## config.mk

```make
export PLATFORM = sky130hd
export DESIGN_NAME = bcd_timer_chain_flat
export DESIGN_NICKNAME = d
export VERILOG_FILES = /design/src/rtl/bcd_timer_chain_pkg.sv /design/src/rtl/bcd_timer_chain_if.sv /design/src/rtl/bcd_timer_chain_digit.sv /design/src/rtl/bcd_timer_chain.sv /design/src/flat_wrapper.sv
export SDC_FILE = /design/constraint.sdc
export NUM_CORES = 1
export LEC_CHECK = 0
export ABC_AREA = 0
export BUFFER_PORTS_ARGS = -buffer_cell sky130_fd_sc_hd__buf_2
export CAP_MARGIN = 30
export CORE_MARGIN = 2
export CORE_UTILIZATION = 49
export DETAILED_ROUTE_END_ITERATION = 7
export HOLD_SLACK_MARGIN = 0.15
export PLACE_DENSITY_LB_ADDON = 0.1
export SYNTH_ARGS = -nofsm -noshare
export SYNTH_HDL_FRONTEND = slang
export SYNTH_SLANG_ARGS = --single-unit
```

## constraint.sdc

```tcl
create_clock -name clock -period 2.1 [get_ports clock]
set_input_delay 0.42 -clock clock [delete_from_list [all_inputs] [get_ports clock]]
set_output_delay 0.42 -clock clock [all_outputs]
set_load 0.05 [all_outputs]
```

## src/rtl/bcd_timer_chain_pkg.sv

```systemverilog
// bcd_timer_chain_pkg: shared digit width, default MM:SS modulus vector and digit helpers.
package bcd_timer_chain_pkg;
    localparam int BCD_W = 4;
    localparam logic [15:0] DEF_MODS = 16'hAA6A;
    typedef logic [BCD_W-1:0] bcd_t;
    function automatic bcd_t mod_max(input int m);
        return BCD_W'(m - 1);
    endfunction
    function automatic bcd_t clamp_bcd(input bcd_t v, input bcd_t lim);
        return v > lim ? lim : v;
    endfunction
endpackage

```

## src/rtl/bcd_timer_chain_if.sv

```systemverilog
// bcd_timer_chain_if: load/count controls and counter status between control logic and the timer.
interface bcd_timer_chain_if #(parameter int NDIG = 4);
    logic loadn;
    logic [4*NDIG-1:0] data;
    logic en;
    logic up;
    logic [4*NDIG-1:0] digits;
    logic zero;
    logic tc;
    logic done;
    logic load_err;
    modport master(output loadn, data, en, up, input digits, zero, tc, done, load_err);
    modport slave(input loadn, data, en, up, output digits, zero, tc, done, load_err);
endinterface

```

## src/rtl/bcd_timer_chain_digit.sv

```systemverilog
// bcd_digit: one modulo-MOD BCD digit with clamped parallel load and up/down stepping.
module bcd_digit
    import bcd_timer_chain_pkg::*;
#(
    parameter int MOD = 10
) (
    input  logic clock,
    input  logic clearn,
    input  logic loadn,
    input  bcd_t d,
    input  logic step,
    input  logic up,
    output bcd_t q,
    output logic at_min,
    output logic at_max,
    output logic clamped
);
    localparam bcd_t LIM = mod_max(MOD);
    bcd_t eff, nxt;
    // an out-of-range register value behaves exactly like the maximum digit
    always_comb begin
        eff = clamp_bcd(q, LIM);
        nxt = up ? (eff == LIM ? '0 : eff + 1'b1) : (eff == '0 ? LIM : eff - 1'b1);
    end
    assign at_min = q == '0;
    assign at_max = eff == LIM;
    assign clamped = d > LIM;
    always_ff @(posedge clock or negedge clearn)
        if (!clearn) q <= '0;
        else if (!loadn) q <= clamp_bcd(d, LIM);
        else if (step) q <= nxt;
endmodule

```

## src/rtl/bcd_timer_chain.sv

```systemverilog
// bcd_timer_chain: N-digit mixed-modulus BCD up/down timer with terminal hold/wrap and done pulse.
module bcd_timer_chain
    import bcd_timer_chain_pkg::*;
#(
    parameter int NDIG = 4,
    parameter logic [4*NDIG-1:0] DIGIT_MODS = DEF_MODS,
    parameter bit WRAP = 1'b0
) (
    input  logic clock,
    input  logic clearn,
    bcd_timer_chain_if.slave bus
);
    localparam bcd_t M0 = DIGIT_MODS[BCD_W-1:0];
    localparam logic [NDIG-1:0] LSB = NDIG'(1);
    logic [4*NDIG-1:0] q;
    logic [NDIG-1:0] at_min, at_max, clamped, step;
    logic term, hold, near, done_q, load_err_q;
    genvar g;
    generate
        for (g = 0; g < NDIG; g++) begin : dig
            bcd_digit #(.MOD(int'(DIGIT_MODS[BCD_W*g +: BCD_W]))) u_digit (
                .clock(clock),
                .clearn(clearn),
                .loadn(bus.loadn),
                .d(bus.data[BCD_W*g +: BCD_W]),
                .step(step[g]),
                .up(bus.up),
                .q(q[BCD_W*g +: BCD_W]),
                .at_min(at_min[g]),
                .at_max(at_max[g]),
                .clamped(clamped[g])
            );
        end
    endgenerate
    assign term = bus.up ? &at_max : &at_min;
    assign hold = !WRAP && term;
    // one step away from terminal: digit 0 one off its end, all higher digits already there
    assign near = bus.up ? (&(at_max | LSB) && q[BCD_W-1:0] == M0 - 4'd2)
                         : (&(at_min | LSB) && q[BCD_W-1:0] == 4'd1);
    always_comb begin
        step[0] = bus.en & ~hold;
        for (int i = 1; i < NDIG; i++) step[i] = step[i-1] & (bus.up ? at_max[i-1] : at_min[i-1]);
    end
    always_ff @(posedge clock or negedge clearn)
        if (!clearn) begin
            done_q <= 1'b0;
            load_err_q <= 1'b0;
        end else begin
            done_q <= bus.loadn & bus.en & ~term & near;
            load_err_q <= ~bus.loadn & |clamped;
        end
    assign bus.digits = q;
    assign bus.zero = ~|q;
    assign bus.tc = bus.en & term;
    assign bus.done = done_q;
    assign bus.load_err = load_err_q;
endmodule

```

## src/flat_wrapper.sv

```systemverilog
// flat-port wrapper written by rule: the top's interface ports become plain ports
module bcd_timer_chain_flat import bcd_timer_chain_pkg::*;
#(
    parameter int NDIG = 4,
    parameter logic [4*NDIG-1:0] DIGIT_MODS = DEF_MODS,
    parameter bit WRAP = 1'b0
)
  (clock, clearn, bus_loadn, bus_data, bus_en, bus_up, bus_digits, bus_zero, bus_tc, bus_done, bus_load_err);
  bcd_timer_chain_if #(.NDIG(NDIG)) bus_i ();
  input  logic clock;
  input  logic clearn;
  input wire logic [$bits(bus_i.loadn)-1:0] bus_loadn;
  input wire logic [$bits(bus_i.data)-1:0] bus_data;
  input wire logic [$bits(bus_i.en)-1:0] bus_en;
  input wire logic [$bits(bus_i.up)-1:0] bus_up;
  output wire logic [$bits(bus_i.digits)-1:0] bus_digits;
  output wire logic [$bits(bus_i.zero)-1:0] bus_zero;
  output wire logic [$bits(bus_i.tc)-1:0] bus_tc;
  output wire logic [$bits(bus_i.done)-1:0] bus_done;
  output wire logic [$bits(bus_i.load_err)-1:0] bus_load_err;
  assign bus_i.loadn = bus_loadn;
  assign bus_i.data = bus_data;
  assign bus_i.en = bus_en;
  assign bus_i.up = bus_up;
  assign bus_digits = bus_i.digits;
  assign bus_zero = bus_i.zero;
  assign bus_tc = bus_i.tc;
  assign bus_done = bus_i.done;
  assign bus_load_err = bus_i.load_err;
  bcd_timer_chain #(.NDIG(NDIG), .DIGIT_MODS(DIGIT_MODS), .WRAP(WRAP)) u_core (.clock(clock), .clearn(clearn), .bus(bus_i));
endmodule
```

# Word-level counts from Yosys, hierarchy flattened
# Index checks and enable logic that the tools add are counted.
[word_totals] regBits=18 word_cells=93 input_bits=21
[op_classes] addsub=8 n_bitwise=11 muxes=33 n_eq_ne=10 magnitude_cmp=8 n_reduce_logical=17
[op_table] op="$mux 4" count=28
[op_table] op="$logic_not 4->1" count=8
[op_table] op="$gt 4x4->1 const B" count=6
[op_table] op="$add 4x1->4 const B" count=4
[op_table] op="$eq 4x4->1 const B" count=4
[op_table] op="$reduce_or 16->1" count=1
[op_table] op="$sub 4x1->4 const B" count=4
[op_table] op="$and 1x1->1" count=9
[op_table] op="$gt 4x3->1 const B" count=2
[op_table] op="$ne 2x1->1 const B" count=4
[op_table] op="$reduce_and 4->1" count=2
[op_table] op="$reduce_and 3->1" count=2
[op_table] op="$mux 1" count=5
[op_table] op="$eq 4x1->1 const B" count=1
[op_table] op="$eq 4x3->1 const B" count=1
[op_table] op="$reduce_or 4->1" count=1
[op_table] op="$logic_and 1x1->1" count=2
[op_table] op="$not 1->1" count=2
[op_table] op="$logic_not 1->1" count=1

# Logic depth before layout (Yosys ltp)
# Gate-level depths: netlist of the first run.
[logic_depth] word_depth=12 mapped_depth=7 mapped_depth_nobuf=5

# By module
# Synthesis of the first run repeated with hierarchy kept, for this count alone.
[hier_totals] hier_cells=217 area_unflattened_um2=1726.7
[by_module_without_submodules] module="bcd_digit (u_core.dig[0].u_digit ...)" instances=3 cells_per_inst=48 seq_area_each_um2=100.1 area_each_um2=372.9
[by_module_without_submodules] module="bcd_digit (u_core.dig[1].u_digit)" instances=1 cells_per_inst=41 seq_area_each_um2=100.1 area_each_um2=342.8
[by_module_without_submodules] module="bcd_timer_chain" instances=1 cells_per_inst=32 seq_area_each_um2=50.0 area_each_um2=265.3

# Worst setup path after synthesis of the first run
# OpenSTA, ideal clock, no wires.
[synth_timing] kind="reg-to-output" from="register u_core.dig[2].u_digit.q[0]" to="output bus_tc" arrival_ps=2234 path_stages_with_launch=6 path_buffers=1 slack_ps=-554 path_cell_list="dfrtp_1 > buf_6 > nor4_4 > nand4_2 > o22a_4 > nor2_1"
[synth_between] elab_chain_len=6
[synth_rtl] element="start, declared" line_no="bcd_timer_chain_digit.sv:13" text="output bcd_t q,"
[synth_rtl] element="start signal, assigned" line_no="bcd_timer_chain_digit.sv:30" text="else if (!loadn) q <= clamp_bcd(d, LIM);"
[synth_rtl] element="start signal, assigned" line_no="bcd_timer_chain_digit.sv:31" text="else if (step) q <= nxt;"
[synth_rtl] element="$gt 4x4->1" line_no="bcd_timer_chain_pkg.sv:10" text="return v > lim ? lim : v;"
[synth_rtl] element="$mux 4" line_no="bcd_timer_chain_pkg.sv:10"
[synth_rtl] element="$eq 4x4->1" line_no="bcd_timer_chain_digit.sv:26" text="assign at_max = eff == LIM;"
[synth_rtl] element="$reduce_and 4->1" line_no="bcd_timer_chain.sv:35" text="assign term = bus.up ? &at_max : &at_min;"
[synth_rtl] element="$mux 1 *" line_no="bcd_timer_chain.sv:35"
[synth_rtl] element="$and 1x1->1 *" line_no="bcd_timer_chain.sv:54" text="assign bus.tc = bus.en & term;"
[synth_rtl] element="end, declared" line_no="flat_wrapper.sv:18" text="output wire logic [$bits(bus_i.tc)-1:0] bus_tc;"
# Mark *: on every way between the ends. The rest lies on a longest branch, timed or not.

# Final worst setup path of the first run
[layout_timing] from="register u_core.dig[0].u_digit.q[3]" to="output bus_tc"
[layout_between] elab_chain_len=6
[layout_rtl] element="start, declared" line_no="bcd_timer_chain_digit.sv:13"
[layout_rtl] element="start signal, assigned" line_no="bcd_timer_chain_digit.sv:30"
[layout_rtl] element="start signal, assigned" line_no="bcd_timer_chain_digit.sv:31"
[layout_rtl] element="$gt 4x4->1" line_no="bcd_timer_chain_pkg.sv:10"
[layout_rtl] element="$mux 4" line_no="bcd_timer_chain_pkg.sv:10"
[layout_rtl] element="$eq 4x4->1" line_no="bcd_timer_chain_digit.sv:26"
[layout_rtl] element="$reduce_and 4->1" line_no="bcd_timer_chain.sv:35"
[layout_rtl] element="$mux 1 *" line_no="bcd_timer_chain.sv:35"
[layout_rtl] element="$and 1x1->1 *" line_no="bcd_timer_chain.sv:54"
# Marks and branches as above.

==> flow_summary.ini, run 1 <==
[critical_path]
crit_required_ns = 1.68
r2r_start = u_core.dig[0].u_digit.q[3]$_DFFE_PN0P_
worstPathMaxFanout = 2
criticalPathCategory = flip-flop to primary output
cp_cell_sequence = nor4_4 > nand4_2 > o22a_4 > nor2_4 > buf_6
worstSetupStartpointType = flip-flop
cp-startpoint = u_core.dig[0].u_digit.q[3]$_DFFE_PN0P_
max_stage_delay_ns = 0.46
end_kind = primary output
critical_path.slowest_cell = dfrtp_2
crit_buf_inv = 1
critPathArrivalTime_ns = 1.81
critical_path.top_delay_family = simple AND/OR/NAND/NOR gates

[cells_and_area]
final_cell_area_sq_um = 2290
nets = 291
area_growth_syn_to_layout_pct = 34.2
diodes = 0
seqCellArea_sq_um = 464
layout.filler_cells = 277
layout-drive-gt1-share = 0.457
multi_input_area_sq_um = 1200

[run_status]
outcome = finished, violations left
violations = setup timing

[die]
start_util = 0.512
fp.dieW_um = 63.1
die_height_um = 63.1
ios = 41
die-area_sq_um = 3980
rows = 21
core_area_sq_um = 3340

[logic_synthesis]
synthFlopType = dfrtp_1
synth_top_cells_by_count = a21oi_1, nor2_1, dfrtp_1
synth.distinct_cells = 57
postSynthCellCount = 210
synth_top_area_frac = 0.264
synthesis.nets = 231
synth_edf_count = 0
ys_ff_latch = 18
async_flop_share = 1.00
syn_area_sq_um = 1710
yosysWarnings = 0
synth_area_leaders = dfrtp_1, a21oi_1, o21ai_0
synth_area_per_cell_sq_um = 8.14
synth_top_cell_by_area = dfrtp_1
ys_seq_area_frac = 0.264
synth_most_common_cell = a21oi_1

[timing]
hold_violations = 0
min_period_ns = 2.23
rsz0062_at_grt = yes
slew-limit-headroom = 0.659
setup_viol = 6
skew_ns = 0.00531
clock.fmax_ghz = 0.449
setup_slack_ns = -0.127
final-max-slew-violation-count = 0
worst_pin_slew_ns = 0.507
fin_crit_sh = 1.06
fin_setup_tns_ns = -0.346

[clocking]
htreeDepth = 1
cts_tree = done
clock_latency_ns = 0.31
cts_buffer_depth = 2
cts.clk_slew.worst_paths_ns = 0.12
root_buffer = clkbuf_4
cts_sinks = 18
cts_inserted_buffers = 3

[place]
place.gp.congestion = 0.865
place_ws_ns = -0.0490
place_area_sq_um = 2090
dp_hpwl_um = 3580
portBuffers = 40

[routing]
routedWlPerCell_um = 16.1
drt-initial-drc-count = 157
drt_wl_total_um = 5080
drcViolationCount = 0
ant_nets = 0
first_pass_iters = 4
num_vias = 1891
via_per_inst = 6.00

[power_and_ir_drop]
p_total_uw = 1640
power_density_nw_per_um2 = 715
power.leakage_uw = 0.000995
worst_ir_drop_vdd_mv = 0.482

[flow_run]
drv_cap = 0

[grt]
grt_max_degree = 23
first_global_vias = 1719
grt_pass1_wl_um = 8300
grt_antenna_before_repair = 0
grt_overflow = 0
track_usage = 0.261

[min_path]
hold_path_class = input pin to flip-flop
min-delay-start = bus_data[5]
## path summary, 6_finish.rpt
check                                                          to  slack [ns]  depth (start not counted)
hold / removal             u_core.dig[1].u_digit.q[1]$_DFFE_PN0P_        0.35                          2
max in group asynchronous  u_core.dig[2].u_digit.q[3]$_DFFE_PN0P_        1.21                          2
setup / recovery                                           bus_tc       -0.13                          5
hold reg to reg            u_core.dig[3].u_digit.q[1]$_DFFE_PN0P_        0.66                          1
min in group asynchronous           u_core.bus.load_err$_DFF_PN0_        0.56                          2
setup reg to reg           u_core.dig[3].u_digit.q[1]$_DFFE_PN0P_       -0.05                          6
## layer usage
layer / global-route usage / vias up / share of wire
li1: - / 907 / -
met1: 0.358 / 900 / 0.44
met2: 0.436 / 75 / 0.48
met3: 0.0304 / 9 / 0.064
met4: 0.0667 / 0 / 0.018
met5: 0 / - / 0
## sequential cells by signal, indices dropped and copies added, names as in the netlist
name,count
u_core.dig.u_digit.q,16
u_core.bus.done,1
u_core.bus.load_err,1
## through the flow
step	util	hold WS (ns)	cells
2_1_floorplan	-	0.124	210
3_3_place_gp	0.625	0.378	298
3_5_place_dp	0.625	0.385	298
4_1_cts	0.665	0.361	311
5_1_grt	0.687	0.360	315
6_report	0.687	0.353	315
## final cells by class
type	count	share of cell area
tap	46	0.0251
multi-input combinational	161	0.522
sequential	18	0.202
inverter	8	0.0131
clock buffer	4	0.0158
timing repair buffer	78	0.221
## power by group
group          leakage [uW]  total, uW  internal, uW  switching [uW]
clock network     0.0000210        232           106             126
registers          0.000208        491           404            86.9
logic              0.000766        917           377             540
## layout by cell type, fill, tap and decap left out, drive strengths merged, types with 2 or more instances in the layout
cell,count
xnor2,3
nand3b,4
nand4b,5
a21oi,20
o21ai,15
or3b,2
inv,8
o21a,2
buf,77
a221o,3
a22oi,2
mux2i,2
and3,4
or4b,2
mux2,10
a31oi,7
dfrtp,18
nor4,4
nand3,4
nor3,9
o31a,2
or3,3
nand2,11
nand4,4
o22ai,2
clkbuf,4
o211ai,2
nor2,19
## cell families after synthesis
group,share of synthesized area
AO/OA/AOI/OAI,0.283
buffers and inverters,0.0798
AND/OR/NAND/NOR,0.267
multiplexers,0.0864
XOR/XNOR,0.0205
flip-flops,0.264
## what timing repair did
item / CTS / global route
hold buffers: 1 / 0
setup endpoints to repair: 2 / 16
resized for setup: 8 / 11
buffers inserted: 8 / 4
pin swaps: 6 / 6
endpoints found under the hold margin: 18 / 0
Note: power is estimated with default switching activity, not from simulation.
==> inputs of run 2 (changes only) <==
--- a/config.mk
+++ b/config.mk
@@ -9,7 +9,7 @@
 export BUFFER_PORTS_ARGS = -buffer_cell sky130_fd_sc_hd__buf_2
 export CAP_MARGIN = 30
 export CORE_MARGIN = 2
-export CORE_UTILIZATION = 49
+export CORE_UTILIZATION = 54
 export DETAILED_ROUTE_END_ITERATION = 7
 export HOLD_SLACK_MARGIN = 0.15
 export PLACE_DENSITY_LB_ADDON = 0.1
==> constraint.sdc (replaced) <==
create_clock -name clock -period 2.3 [get_ports clock]
set_input_delay 0.46 -clock clock [delete_from_list [all_inputs] [get_ports clock]]
set_output_delay 0.46 -clock clock [all_outputs]
set_load 0.05 [all_outputs]
==> run 2 against run 1 <==
Compared with the run above:
- the flow now finishes without violations
- critical path depth unchanged
- non-clock buffer count fell by 15
- clock power decreased by 28%
- via count fell by 2.1%
- power is 17% lower
- clock skew decreased by 0.0014 ns
- flip-flop and latch count stayed put
- sequential share of layout area rose by 1.7 points
- worst setup slack better by 0.18 ns
- wire length shrank 8.8%
- critical endpoint unchanged
- largest power group unchanged
- highest routed layer unchanged
==> flow_summary.ini, run 2 (synthesized netlist as in run 1, its figures left out) <==
[critical_path]
crit_buf_inv = 1
r2r_start = u_core.dig[2].u_digit.q[0]$_DFFE_PN0P_
end_kind = primary output
r2r_end = u_core.dig[3].u_digit.q[3]$_DFFE_PN0P_
reg2reg_depth = 6
worstPathMaxFanout = 5
max_stage_delay_ns = 0.46
cp-startpoint = u_core.dig[2].u_digit.q[0]$_DFFE_PN0P_
cp.depth = 5
crit_required_ns = 1.84
crit_path_end = bus_tc
cp_cell_sequence = nor4_4 > nand4_2 > o22a_4 > nor2_4 > buf_6
worstSetupStartpointType = flip-flop
critical_path.slowest_cell = dfrtp_2
critical_path.top_delay_family = simple AND/OR/NAND/NOR gates
rrSetupSlack_ns = 0.17
criticalPathCategory = flip-flop to primary output
critPathArrivalTime_ns = 1.79

[die]
start_util = 0.564
core_area_sq_um = 3030
rows = 20
ios = 41
die-area_sq_um = 3630
die_height_um = 60.3
fp.dieW_um = 60.3

[place]
place_area_sq_um = 2000
place.gp.congestion = 0.858
placedCellCount = 289
dp_hpwl_um = 3300
portBuffers = 40

[routing]
drcViolationCount = 0
first_pass_iters = 5
via_per_inst = 6.24
num_vias = 1852
drt-initial-drc-count = 184
routedWlPerCell_um = 15.6
ant_nets = 0
drt_wl_total_um = 4640

[timing]
rsz0062_at_grt = no
hold_ws_ns = 0.398
fin_crit_sh = 0.978
worst_pin_slew_ns = 0.430
final-max-slew-violation-count = 0
min_period_ns = 2.25
slew-limit-headroom = 0.710
clock.fmax_ghz = 0.444
setup_viol = 0
skew_ns = 0.00393
hold_violations = 0

[power_and_ir_drop]
worst_ir_drop_vdd_mv = 0.377
power.leakage_uw = 0.000900
power_density_nw_per_um2 = 653

[min_path]
hold_path_class = input pin to flip-flop

[grt]
grtUsageMet3 = 0.0476
grt_overflow = 0
grt_busiest_layer = met2
grt_use_met1 = 0.369
grt_pass1_wl_um = 7330
use_met2 = 0.408
first_global_vias = 1573
track_usage = 0.266
grt_max_degree = 20
grt_antenna_before_repair = 0

[clocking]
cts.clk_slew.worst_paths_ns = 0.11
cts_tree = done
htreeDepth = 1
cts_buffer_depth = 2
cts_inserted_buffers = 3
root_buffer = clkbuf_4
cts_sinks = 18
clock_latency_ns = 0.30

[cells_and_area]
top_register = u_core.dig.u_digit.q
final_cell_area_sq_um = 2090
fin_cells = 297
area_growth_syn_to_layout_pct = 22.3
diodes = 0
largest_reg_flops = 16
layout-drive-gt1-share = 0.368
layout_common_cells = buf_2, buf_4, a21oi_1
final_common_cell = buf_2
nets = 276
layout.filler_cells = 255

[run_status]
outcome = finished, final reports clean

[flow_run]
drv_cap = 0
==> run 2: cell count changes in the layout (fill, tap and decap cells not counted), sizes merged <==
cell,previous run,this run
buf,77,62
clkbuf,4,3
==> run 2: per-stage QoR <==
stage | util | TNS (ns) | setup slack (ns) | power, uW
after floorplan | - | -0.0129 | -0.0129 | 992
after global placement | 0.662 | 0 | 0.104 | 1150
after detailed placement | 0.662 | 0 | 0.0475 | 1170
after CTS | 0.688 | 0 | 0.0343 | 1350
after global routing | 0.690 | 0 | 0.00164 | 1450
final | 0.690 | 0 | 0.0503 | 1360
==> run 2: cell type report <==
cell class	instances	area (sq um)	area share
inverters	8	30.0	0.0144
repair buffers	63	382	0.183
well taps	44	55.1	0.0263
flip-flops and latches	18	459	0.220
clock buffers	3	22.5	0.0108
multi-input cells	161	1140	0.546
==> run 2: worst min path at each step <==
| stage | startpoint | to | cells after the start |
|---|---|---|---|
| after floorplan | clearn | u_core.bus.done$_DFF_PN0_ | 0 |
| after global placement | clearn | u_core.dig[2].u_digit.q[2]$_DFFE_PN0P_ | 1 |
| after detailed placement | clearn | u_core.dig[2].u_digit.q[2]$_DFFE_PN0P_ | 1 |
| after CTS | bus_data[5] | u_core.dig[1].u_digit.q[1]$_DFFE_PN0P_ | 2 |
| after global routing | bus_data[5] | u_core.dig[1].u_digit.q[1]$_DFFE_PN0P_ | 2 |
| final | bus_data[5] | u_core.dig[1].u_digit.q[1]$_DFFE_PN0P_ | 2 |
==> run 2: metal layers <==
metal	routed length (um)	vias up
li1	-	875
met3	340	11
met5	0	-
met1	1990	865
met4	79	0
met2	2230	101
==> run 2: repair_timing <==
action,4_1_cts,5_1_grt
resized for setup,6,4
endpoints found under the hold margin,18,0
hold buffers,1,0
pin swaps,3,1
setup endpoints to repair,1,2
setup buffers,4,0
cloned,0,0
==> run 2: power by group <==
part           internal, uW  switching [uW]  total, uW
clock                  61.1             106        167
combinational           289             449        739
sequential              367            91.3        458
total                   717             647       1360
==> inputs of run 3 (changes only) <==
--- a/config.mk
+++ b/config.mk
@@ -7,7 +7,6 @@
 export LEC_CHECK = 0
 export ABC_AREA = 0
 export BUFFER_PORTS_ARGS = -buffer_cell sky130_fd_sc_hd__buf_2
-export CAP_MARGIN = 30
 export CORE_MARGIN = 2
 export CORE_UTILIZATION = 54
 export DETAILED_ROUTE_END_ITERATION = 7
@@ -15,4 +14,5 @@
 export PLACE_DENSITY_LB_ADDON = 0.1
 export SYNTH_ARGS = -nofsm -noshare
 export SYNTH_HDL_FRONTEND = slang
+export SYNTH_HIERARCHICAL = 1
 export SYNTH_SLANG_ARGS = --single-unit
==> run 3 against run 2 <==
Compared with the run above:
- sequential share of layout area fell by 1.6 points
- non-clock buffer count rose by 10
- worst setup slack improved by 0.00099 ns
- combinational power fell by 29%
- via count rose by 2.5%
- largest cell class unchanged
- clock skew rose by 0.018 ns
- core utilization rose by 5.5 points
- power fell by 20%
- final cell count rose by 7.7%
- clock power rose by 2%
- wire length rose by 3.3%
- maximum frequency barely moved
==> flow_summary.ini, run 3 <==
[flow_run]
drv_cap = 0

[timing]
slew-limit-headroom = 0.649
fin_setup_tns_ns = 0
rsz0062_at_grt = yes
setup_viol = 0
clock.fmax_ghz = 0.445
hold_ws_ns = 0.396
min_period_ns = 2.25
hold_violations = 0
fin_crit_sh = 0.978
skew_ns = 0.0215
final-max-slew-violation-count = 0
worst_pin_slew_ns = 0.526

[power_and_ir_drop]
seqPwrFrac = 0.364
clkPwrFrac = 0.157
switchingPower_uw = 470
comb_power_share = 0.479
power.leakage_uw = 0.000950
power_density_nw_per_um2 = 478
worst_ir_drop_vdd_mv = 0.357
intPower_uw = 617
p_sw_frac = 0.432
p_total_uw = 1090

[place]
place_area_sq_um = 2060
dp_hpwl_um = 3240
place.gp.congestion = 0.865
placedCellCount = 306
portBuffers = 40

[grt]
grt_antenna_before_repair = 0
grt_pass1_wl_um = 7290
first_global_vias = 1609
grt_max_degree = 30
grt_overflow = 0
track_usage = 0.264

[clocking]
root_buffer = clkbuf_4
cts_buffer_depth = 2
htreeDepth = 1
cts_tree = done
cts_sinks = 18
cts.clk_slew.worst_paths_ns = 0.12
clock_latency_ns = 0.31
cts_inserted_buffers = 3

[routing]
routedWlPerCell_um = 15.0
drcViolationCount = 0
first_pass_iters = 4
drt_wl_total_um = 4790
ant_nets = 0
via_per_inst = 5.93
num_vias = 1899
drt-initial-drc-count = 176

[logic_synthesis]
synth_top_cells_by_count = dfrtp_1, nor2_1, nor3_1
synth_top_area_frac = 0.261
synth.distinct_cells = 48
ys_ff_latch = 18
synthesis.nets = 239
async_flop_share = 1.00
synthFlopType = dfrtp_1
synth_edf_count = 0
synth_area_leaders = dfrtp_1, nor3_1, a21oi_1
yosysWarnings = 6
ys_seq_area_frac = 0.261
syn_area_sq_um = 1730
synth_top_cell_by_area = dfrtp_1
synth_most_common_cell = dfrtp_1
postSynthCellCount = 217
synth_area_per_cell_sq_um = 7.96

[cells_and_area]
largest_reg_flops = 16
final_common_cell = buf_2
diodes = 0
top_register = u_core/dig.u_digit/q
nets = 299
layout_common_cells = buf_2, buf_4, nor2_1
final_cell_area_sq_um = 2270
layout-drive-gt1-share = 0.384
area_growth_syn_to_layout_pct = 31.7
fin_cells = 320

[critical_path]
end_kind = primary output
critical_path.slowest_cell = dfrtp_2
crit_buf_inv = 2
max_stage_delay_ns = 0.47
worstPathMaxFanout = 4
critical_path.top_delay_family = simple AND/OR/NAND/NOR gates
criticalPathCategory = flip-flop to primary output
worstSetupStartpointType = flip-flop
crit_required_ns = 1.84
critPathArrivalTime_ns = 1.79
cp-startpoint = u_core/dig[0].u_digit/q[2]$_DFFE_PN0P_
r2r_start = u_core/dig[3].u_digit/q[2]$_DFFE_PN0P_
cp_cell_sequence = nor4_4 > buf_4 > nand2b_4 > o22ai_2 > and2_2 > buf_6

[die]
core_area_sq_um = 3050
start_util = 0.566
die-area_sq_um = 3670
fp.dieW_um = 60.5
ios = 41
rows = 20
die_height_um = 60.5

[run_status]
outcome = finished, final reports clean

[min_path]
min-delay-start = bus_data[2]
hold_path_class = input pin to flip-flop
run 3: metal layers:
metal	routed length (um)	track usage	vias to the layer above
met5	0	0	-
met4	51	0.0466	0
met3	249	0.0512	6
met2	2390	0.447	58
met1	2110	0.356	897
li1	-	-	938
run 3: stage by stage:
stage / setup WS [ns] / util
after floorplan: 0.0115 / -
after global placement: 0.223 / 0.675
after detailed placement: 0.135 / 0.675
after CTS: 0.0115 / 0.699
after global routing: -0.0509 / 0.745
final: 0.0513 / 0.745
run 3: worst paths after layout:
check	depth (start not counted)	slack (ns)	end
min in group asynchronous	2	0.60	u_core/dig[3].u_digit/q[1]$_DFFE_PN0P_
max in group asynchronous	2	1.34	u_core/dig[2].u_digit/q[0]$_DFFE_PN0P_
hold reg to reg	2	0.70	u_core/dig[3].u_digit/q[0]$_DFFE_PN0P_
hold / removal	3	0.40	u_core/dig[0].u_digit/q[2]$_DFFE_PN0P_
setup / recovery	6	0.05	bus_tc
setup reg to reg	8	0.09	u_core/dig[3].u_digit/q[1]$_DFFE_PN0P_
run 3: worst register-to-register path, cell delays in order, from the launching register on:
cell,delay (ns)
dfrtp_2,0.47
nor3_2,0.27
nor2b_1,0.09
nand3_1,0.10
buf_4,0.12
a32oi_1,0.11
and3b_1,0.42
or3b_1,0.40
a41oi_2,0.17
run 3: power groups by stage:
stage	registers, uW	clock network (uW)	logic (uW)
3_3_place_gp	385	0	475
5_1_grt	400	191	565
6_report	396	171	521
4_1_cts	386	177	485
2_1_floorplan	489	0	240
3_5_place_dp	386	0	480
run 3: cells by family (layout without fill, tap and decap cells):
group | after synthesis | count (layout) | share of synthesized area
AOI/OAI and AO/OA | 57 | 57 | 0.234
adders and majority gates | 1 | 1 | 0.00725
and+or+nand+nor | 113 | 113 | 0.393
buffers and inverters | 24 | 83 | 0.0848
xor gates and xnor gates | 4 | 4 | 0.0203
DFF | 18 | 18 | 0.261
run 3: final cells by class:
class / count / area, sq um
Multi-Input combinational cell: 175 / 1230
Fill cell: 258 / 778
Timing Repair Buffer: 73 / 472
Sequential cell: 18 / 464
Tap cell: 44 / 55.1
Clock buffer: 4 / 26.3
Inverter: 6 / 22.5
run 3: repair_timing:
action	4_1_cts	5_1_grt
pin swaps	0	3
setup endpoints to repair	1	2
hold buffers	1	0
buffers inserted	0	9
hold endpoints to repair	18	0
gates resized for setup	7	14
